===== src/rtl/serial_pkg.sv =====
// Shared definitions for the serial link: parity modes, frame state encoding
// and the clocks-per-bit helper used by transmitter and receiver.
package serial_pkg;

    localparam int PARITY_NONE = 0;
    localparam int PARITY_ODD  = 1;
    localparam int PARITY_EVEN = 2;

    typedef enum logic [2:0] {
        ST_IDLE,
        ST_START,
        ST_DATA,
        ST_PARITY,
        ST_STOP
    } serial_state_t;

    function automatic int bit_cycles(input int clk_freq, input int baud);
        return clk_freq / baud;
    endfunction

endpackage


===== src/rtl/serial_baud_counter.sv =====
// Bit-period timer: counts 0..BIT_CYCLES-1 and flags the last cycle of each
// bit period; held at zero while clear is asserted.
module serial_baud_counter #(
    parameter int BIT_CYCLES = 868
) (
    input  logic clk,
    input  logic rst_n,
    input  logic clear,
    output logic bit_end
);

    localparam int CW = (BIT_CYCLES > 1) ? $clog2(BIT_CYCLES) : 1;
    localparam logic [CW-1:0] LAST = CW'(BIT_CYCLES - 1);

    logic [CW-1:0] count;

    if (BIT_CYCLES < 1) begin : g_bad_bit_cycles
        $error("serial_baud_counter: BIT_CYCLES must be at least 1");
    end

    always_ff @(posedge clk or negedge rst_n) begin
        if (!rst_n) begin
            count <= '0;
        end else if (clear || (count == LAST)) begin
            count <= '0;
        end else begin
            count <= count + 1'b1;
        end
    end

    assign bit_end = (count == LAST) && !clear;

endmodule


===== src/rtl/serial_transmitter.sv =====
// UART-style transmitter: start bit, NUM_BITS data bits LSB first, optional
// parity bit, STOP_BITS stop bits; one word accepted per valid/ready handshake.
module serial_transmitter
    import serial_pkg::*;
#(
    parameter int CLK_FREQ  = 100_000_000,
    parameter int BAUD_RATE = 115_200,
    parameter int PARITY    = 0,
    parameter int NUM_BITS  = 8,
    parameter int STOP_BITS = 1
) (
    input  logic                clk,
    input  logic                rst_n,
    input  logic [NUM_BITS-1:0] data,
    input  logic                data_valid,
    output logic                data_ready,
    output logic                tx,
    output logic                tx_done
);

    localparam int BIT_CYCLES = bit_cycles(CLK_FREQ, BAUD_RATE);
    localparam int BIT_IDX_W  = $clog2(NUM_BITS);
    localparam logic [BIT_IDX_W-1:0] LAST_BIT = BIT_IDX_W'(NUM_BITS - 1);
    localparam logic LAST_STOP = 1'(STOP_BITS - 1);
    localparam logic PAR_INV   = (PARITY == PARITY_ODD);
    localparam bit   HAS_PAR   = (PARITY != PARITY_NONE);

    if ((PARITY != PARITY_NONE) && (PARITY != PARITY_ODD) && (PARITY != PARITY_EVEN)) begin : g_bad_parity
        $error("serial_transmitter: PARITY must be 0 (none), 1 (odd) or 2 (even)");
    end
    if ((NUM_BITS < 5) || (NUM_BITS > 9)) begin : g_bad_num_bits
        $error("serial_transmitter: NUM_BITS must be in 5..9");
    end
    if ((STOP_BITS < 1) || (STOP_BITS > 2)) begin : g_bad_stop_bits
        $error("serial_transmitter: STOP_BITS must be 1 or 2");
    end
    if (BIT_CYCLES < 1) begin : g_bad_baud
        $error("serial_transmitter: CLK_FREQ must be at least BAUD_RATE");
    end

    serial_state_t          state;
    logic [NUM_BITS-1:0]    shreg;
    logic [BIT_IDX_W-1:0]   bit_idx;
    logic                   stop_idx;
    logic                   par_acc;
    logic                   bit_end;
    logic                   baud_clear;

    assign baud_clear = (state == ST_IDLE);

    serial_baud_counter #(
        .BIT_CYCLES(BIT_CYCLES)
    ) u_baud (
        .clk    (clk),
        .rst_n  (rst_n),
        .clear  (baud_clear),
        .bit_end(bit_end)
    );

    // tx is loaded with the value of the upcoming bit on each transition so
    // the pin stays a pure flop output; parity accumulates over the bits as
    // they leave the latched shift register.
    always_ff @(posedge clk or negedge rst_n) begin
        if (!rst_n) begin
            state      <= ST_IDLE;
            shreg      <= '0;
            bit_idx    <= '0;
            stop_idx   <= 1'b0;
            par_acc    <= 1'b0;
            tx         <= 1'b1;
            data_ready <= 1'b1;
            tx_done    <= 1'b0;
        end else begin
            tx_done <= 1'b0;
            case (state)
                ST_IDLE: begin
                    tx         <= 1'b1;
                    data_ready <= 1'b1;
                    if (data_valid && data_ready) begin
                        shreg      <= data;
                        bit_idx    <= '0;
                        stop_idx   <= 1'b0;
                        par_acc    <= 1'b0;
                        tx         <= 1'b0;
                        data_ready <= 1'b0;
                        state      <= ST_START;
                    end
                end
                ST_START: begin
                    if (bit_end) begin
                        tx    <= shreg[0];
                        state <= ST_DATA;
                    end
                end
                ST_DATA: begin
                    if (bit_end) begin
                        par_acc <= par_acc ^ shreg[0];
                        shreg   <= shreg >> 1;
                        if (bit_idx == LAST_BIT) begin
                            bit_idx <= '0;
                            if (HAS_PAR) begin
                                tx    <= par_acc ^ shreg[0] ^ PAR_INV;
                                state <= ST_PARITY;
                            end else begin
                                tx    <= 1'b1;
                                state <= ST_STOP;
                            end
                        end else begin
                            bit_idx <= bit_idx + 1'b1;
                            tx      <= shreg[1];
                        end
                    end
                end
                ST_PARITY: begin
                    if (bit_end) begin
                        tx    <= 1'b1;
                        state <= ST_STOP;
                    end
                end
                ST_STOP: begin
                    tx <= 1'b1;
                    if (bit_end) begin
                        if (stop_idx == LAST_STOP) begin
                            stop_idx   <= 1'b0;
                            data_ready <= 1'b1;
                            tx_done    <= 1'b1;
                            state      <= ST_IDLE;
                        end else begin
                            stop_idx <= stop_idx + 1'b1;
                        end
                    end
                end
                default: begin
                    tx         <= 1'b1;
                    data_ready <= 1'b1;
                    state      <= ST_IDLE;
                end
            endcase
        end
    end

endmodule


===== config.mk =====
export PLATFORM = sky130hd
export DESIGN_NAME = serial_transmitter
export DESIGN_NICKNAME = d
export VERILOG_FILES = /design/src/rtl/serial_pkg.sv /design/src/rtl/serial_baud_counter.sv /design/src/rtl/serial_transmitter.sv
export SDC_FILE = /design/constraint.sdc
export NUM_CORES = 1
export LEC_CHECK = 0
export CAP_MARGIN = 10
export CORE_MARGIN = 4
export CORE_UTILIZATION = 50
export CTS_CLUSTER_DIAMETER = 60
export DETAILED_ROUTE_END_ITERATION = 8
export GPL_TIMING_DRIVEN = 0
export PLACE_DENSITY = 0.72
export SKIP_LAST_GASP = 1
export SLEW_MARGIN = 40
export SYNTH_ARGS = -nofsm -noshare
export SYNTH_HDL_FRONTEND = slang
export SYNTH_SLANG_ARGS = --single-unit

===== constraint.sdc =====
create_clock -name clk -period 2.3 [get_ports clk]
set_input_delay 0.575 -clock clk [delete_from_list [all_inputs] [get_ports clk]]
set_output_delay 0.575 -clock clk [all_outputs]
set_load 0.005 [all_outputs]

==> results_dict.tcl <==
set metrics [dict create \
    holdBufCountCts 0 \
    p_per_area_nw_per_um2 454 \
    crit_type "flip-flop to output pin" \
    core-area_sq_um 2540 \
    relSlewSlack_pct 61.7 \
    status "finished, final reports clean" \
    drive_above_1_share_pct 26.5 \
    crit_path_end_kind "output pin" \
    postCtsSetupRepairBufs 0 \
    synthArstFlopShare_pct 100 \
    ys_types 39 \
    crit_buf_inv 1 \
    finalSetupViolCount 0 \
    start_util_pct 53.7 \
    grt_antenna_before_repair 0 \
    wl_per_cell_um 12.6 \
    fin_setup_tns_ns 0 \
    drtIter0Drc 24 \
    gp_congestion 0.805 \
    p_leak_nw 0.686 \
    clock-sinks 27 \
    cts_buffers 3 \
    r2r_end "bit_idx[0]$_DFFE_PN0P_" \
    critPathLaunchType "flip-flop" \
    ant_nets 0 \
    boundaryPins 14 \
    hold_viol 0 \
    dp_hpwl_um 1560 \
    insertion_delay_ns 0.32 \
    worst-path-stages 1 \
    fin_area_sq_um 1560 \
    register_area_sq_um 678 \
    synth_area_sq_um 1370 \
    cp_top_family "flip-flops" \
    timing.rr.start "state[2]$_DFFE_PN0P_" \
    multiInputGateArea_sq_um 643 \
    dr_wl_met2_um 929 \
    fmax_ghz 0.500 \
    cp.required_ns 1.73 \
    worst_slew_pin_slew_ns 0.575 \
    core.rowCount 18 \
    crit_slowest_cell "dfstp_2" \
    cts_tree "built" \
    slew_violations 0 \
    max-vdd-ir-drop_uv 302 \
    nFillCells 229 \
    drc 0 \
    critPathMaxStageDelay_ns 0.60 \
    die_area_sq_um 3640 \
    synth_warnings 0 \
    crit_path_max_fanout 6 \
    h-tree-depth 1 \
    syn_nets 133 \
    reg2reg_depth 4 \
    area_growth_pct 13.8 \
    synthCells 119 \
    gr-total-overflow 0 \
    hp-class "input port to asynchronous set/reset pin" \
    final_nets 151 \
    numPortBuffers 13 \
    reg2reg_slack_ns 0.51 \
    period_share_pct 86.9 \
    clock-root-buffer "clkbuf_4" \
    ys_ff_latch 27 \
    min_period_ns 2.00 \
    synth_area_per_cell_sq_um 11.5 \
    drt_first_pass_iters 4 \
    dr_total_vias 909 \
    path_cells "clkdlybuf4s50_1" \
    yosysSeqAreaShare_pct 49.6 \
    grt_max_degree 28 \
    finalPower_w 0.000706 \
    post_cts_resized 0 \
    cap_violations 0 \
    routed_wl_um 2090 \
    grt_pass1_wl_um 3800 \
    clockBufferDepth 2 \
    grt_pass1_vias 906 \
    antennaDiodeCount 0 \
    grt_usage_pct 13.5 \
    wl_met1_um 1040 \
    rsz0062_at_grt "false" \
    top_layer "met4" \
    ys.flop_type "dfrtp_1" \
    finClkSkew_ns 0.00719 \
    placed_area_sq_um 1530 \
    worst_ep_arrival_time_ns 1.42 \
    cts.clk_slew.worst_paths_ns 0.14 \
    die_x_um 60.3 \
    wl_met3_um 96 \
    viasPerCell 5.48 \
    die_y_um 60.3 \
    synth_edf_count 0 \
]
-- cells in the mapped netlist (all sizes together) (3+ instances only) --
cell | count | area [sq um]
o21ai | 4 | 23.8
nor3 | 3 | 15.0
nor4 | 3 | 33.8
nor2 | 14 | 52.6
xnor2 | 5 | 43.8
nand3 | 4 | 20.0
nand2 | 7 | 26.3
and3 | 3 | 21.3
ha | 3 | 37.5
inv | 5 | 18.8
mux2 | 17 | 195
buf | 3 | 23.8
dfrtp | 25 | 626
-- cell type report --
type	instances	area share (%)
inverter	5	1.21
tap	30	2.41
buffer	4	1.77
multi-input combinational	83	41.3
timing repair buffer	13	8.04
sequential	27	43.6
clock buffer	4	1.69
-- layout by cell type (no fill, tap or decap), drive strengths merged, types with 3 or more instances in the layout --
cell and instances:
xnor2 5, o21ai 4, dfrtp 25, clkdlybuf4s50 12
clkbuf 5, nor3 3, nor4 3, and3 3
ha 3, inv 5, nor2 14, nand2 7
buf 4, nand3 4, mux2 17
-- cells by family (layout without fill, tap and decap cells) --
group                      after synthesis  count (layout)  share of synthesized area, %
DFF                                     27              27                          49.6
xor gates and xnor gates                 7               7                          4.48
muxes                                   17              17                          14.3
AOI/OAI and AO/OA                       16              16                          9.42
and+or+nand+nor                         40              40                          16.1
buffers and inverters                    9              26                          3.38
adders and majority gates                3               3                          2.75
-- where the power goes --
group / internal [W] / switching, W / leakage [nW]
Clock: 0.0000679 / 0.000133 / 0.0150
Sequential: 0.000475 / 0 / 0.345
Combinational: 0.0000183 / 0.0000121 / 0.325
Total: 0.000561 / 0.000145 / 0.686
-- worst max path at each step --
| stage | end | start | slack (ns) |
|---|---|---|---|
| 3_5_place_dp | shreg[6]$_DFFE_PN0P_ | data_valid | 0.18 |
| 5_1_grt | data_ready | data_ready$_DFFE_PN1P_ | 0.25 |
| 6_report | data_ready | data_ready$_DFFE_PN1P_ | 0.30 |
| 2_1_floorplan | shreg[0]$_DFFE_PN0P_ | state[0]$_DFFE_PN0P_ | 0.66 |
| 3_3_place_gp | shreg[4]$_DFFE_PN0P_ | data_valid | 0.20 |
| 4_1_cts | data_ready | data_ready$_DFFE_PN1P_ | 0.28 |
-- flip-flops by register name (all words and copies together), names as in the netlist --
| register | count |
|---|---|
| state | 3 |
| data_ready | 1 |
| u_baud.count | 10 |
| tx_done | 1 |
| shreg | 8 |
| bit_idx | 3 |
| tx | 1 |
-- through the flow --
stage	util, %	hold WS (ns)	worst slack (ns)	cells
after global routing	61.2	0.273	0.249	166
after detailed placement	60.1	0.480	0.181	162
final	61.2	0.229	0.302	166
after floorplan	-	0.279	0.655	119
after global placement	60.3	0.475	0.203	162
after CTS	61.2	0.249	0.277	166
-- layer usage --
| metal | vias up | track usage (%) |
|---|---|---|
| met4 | 0 | 5.06 |
| met1 | 436 | 18.2 |
| met3 | 4 | 2.59 |
| met2 | 13 | 21.6 |
| met5 | - | 0 |
| li1 | 456 | - |
No activity file was read; power rests on OpenSTA's default activity.
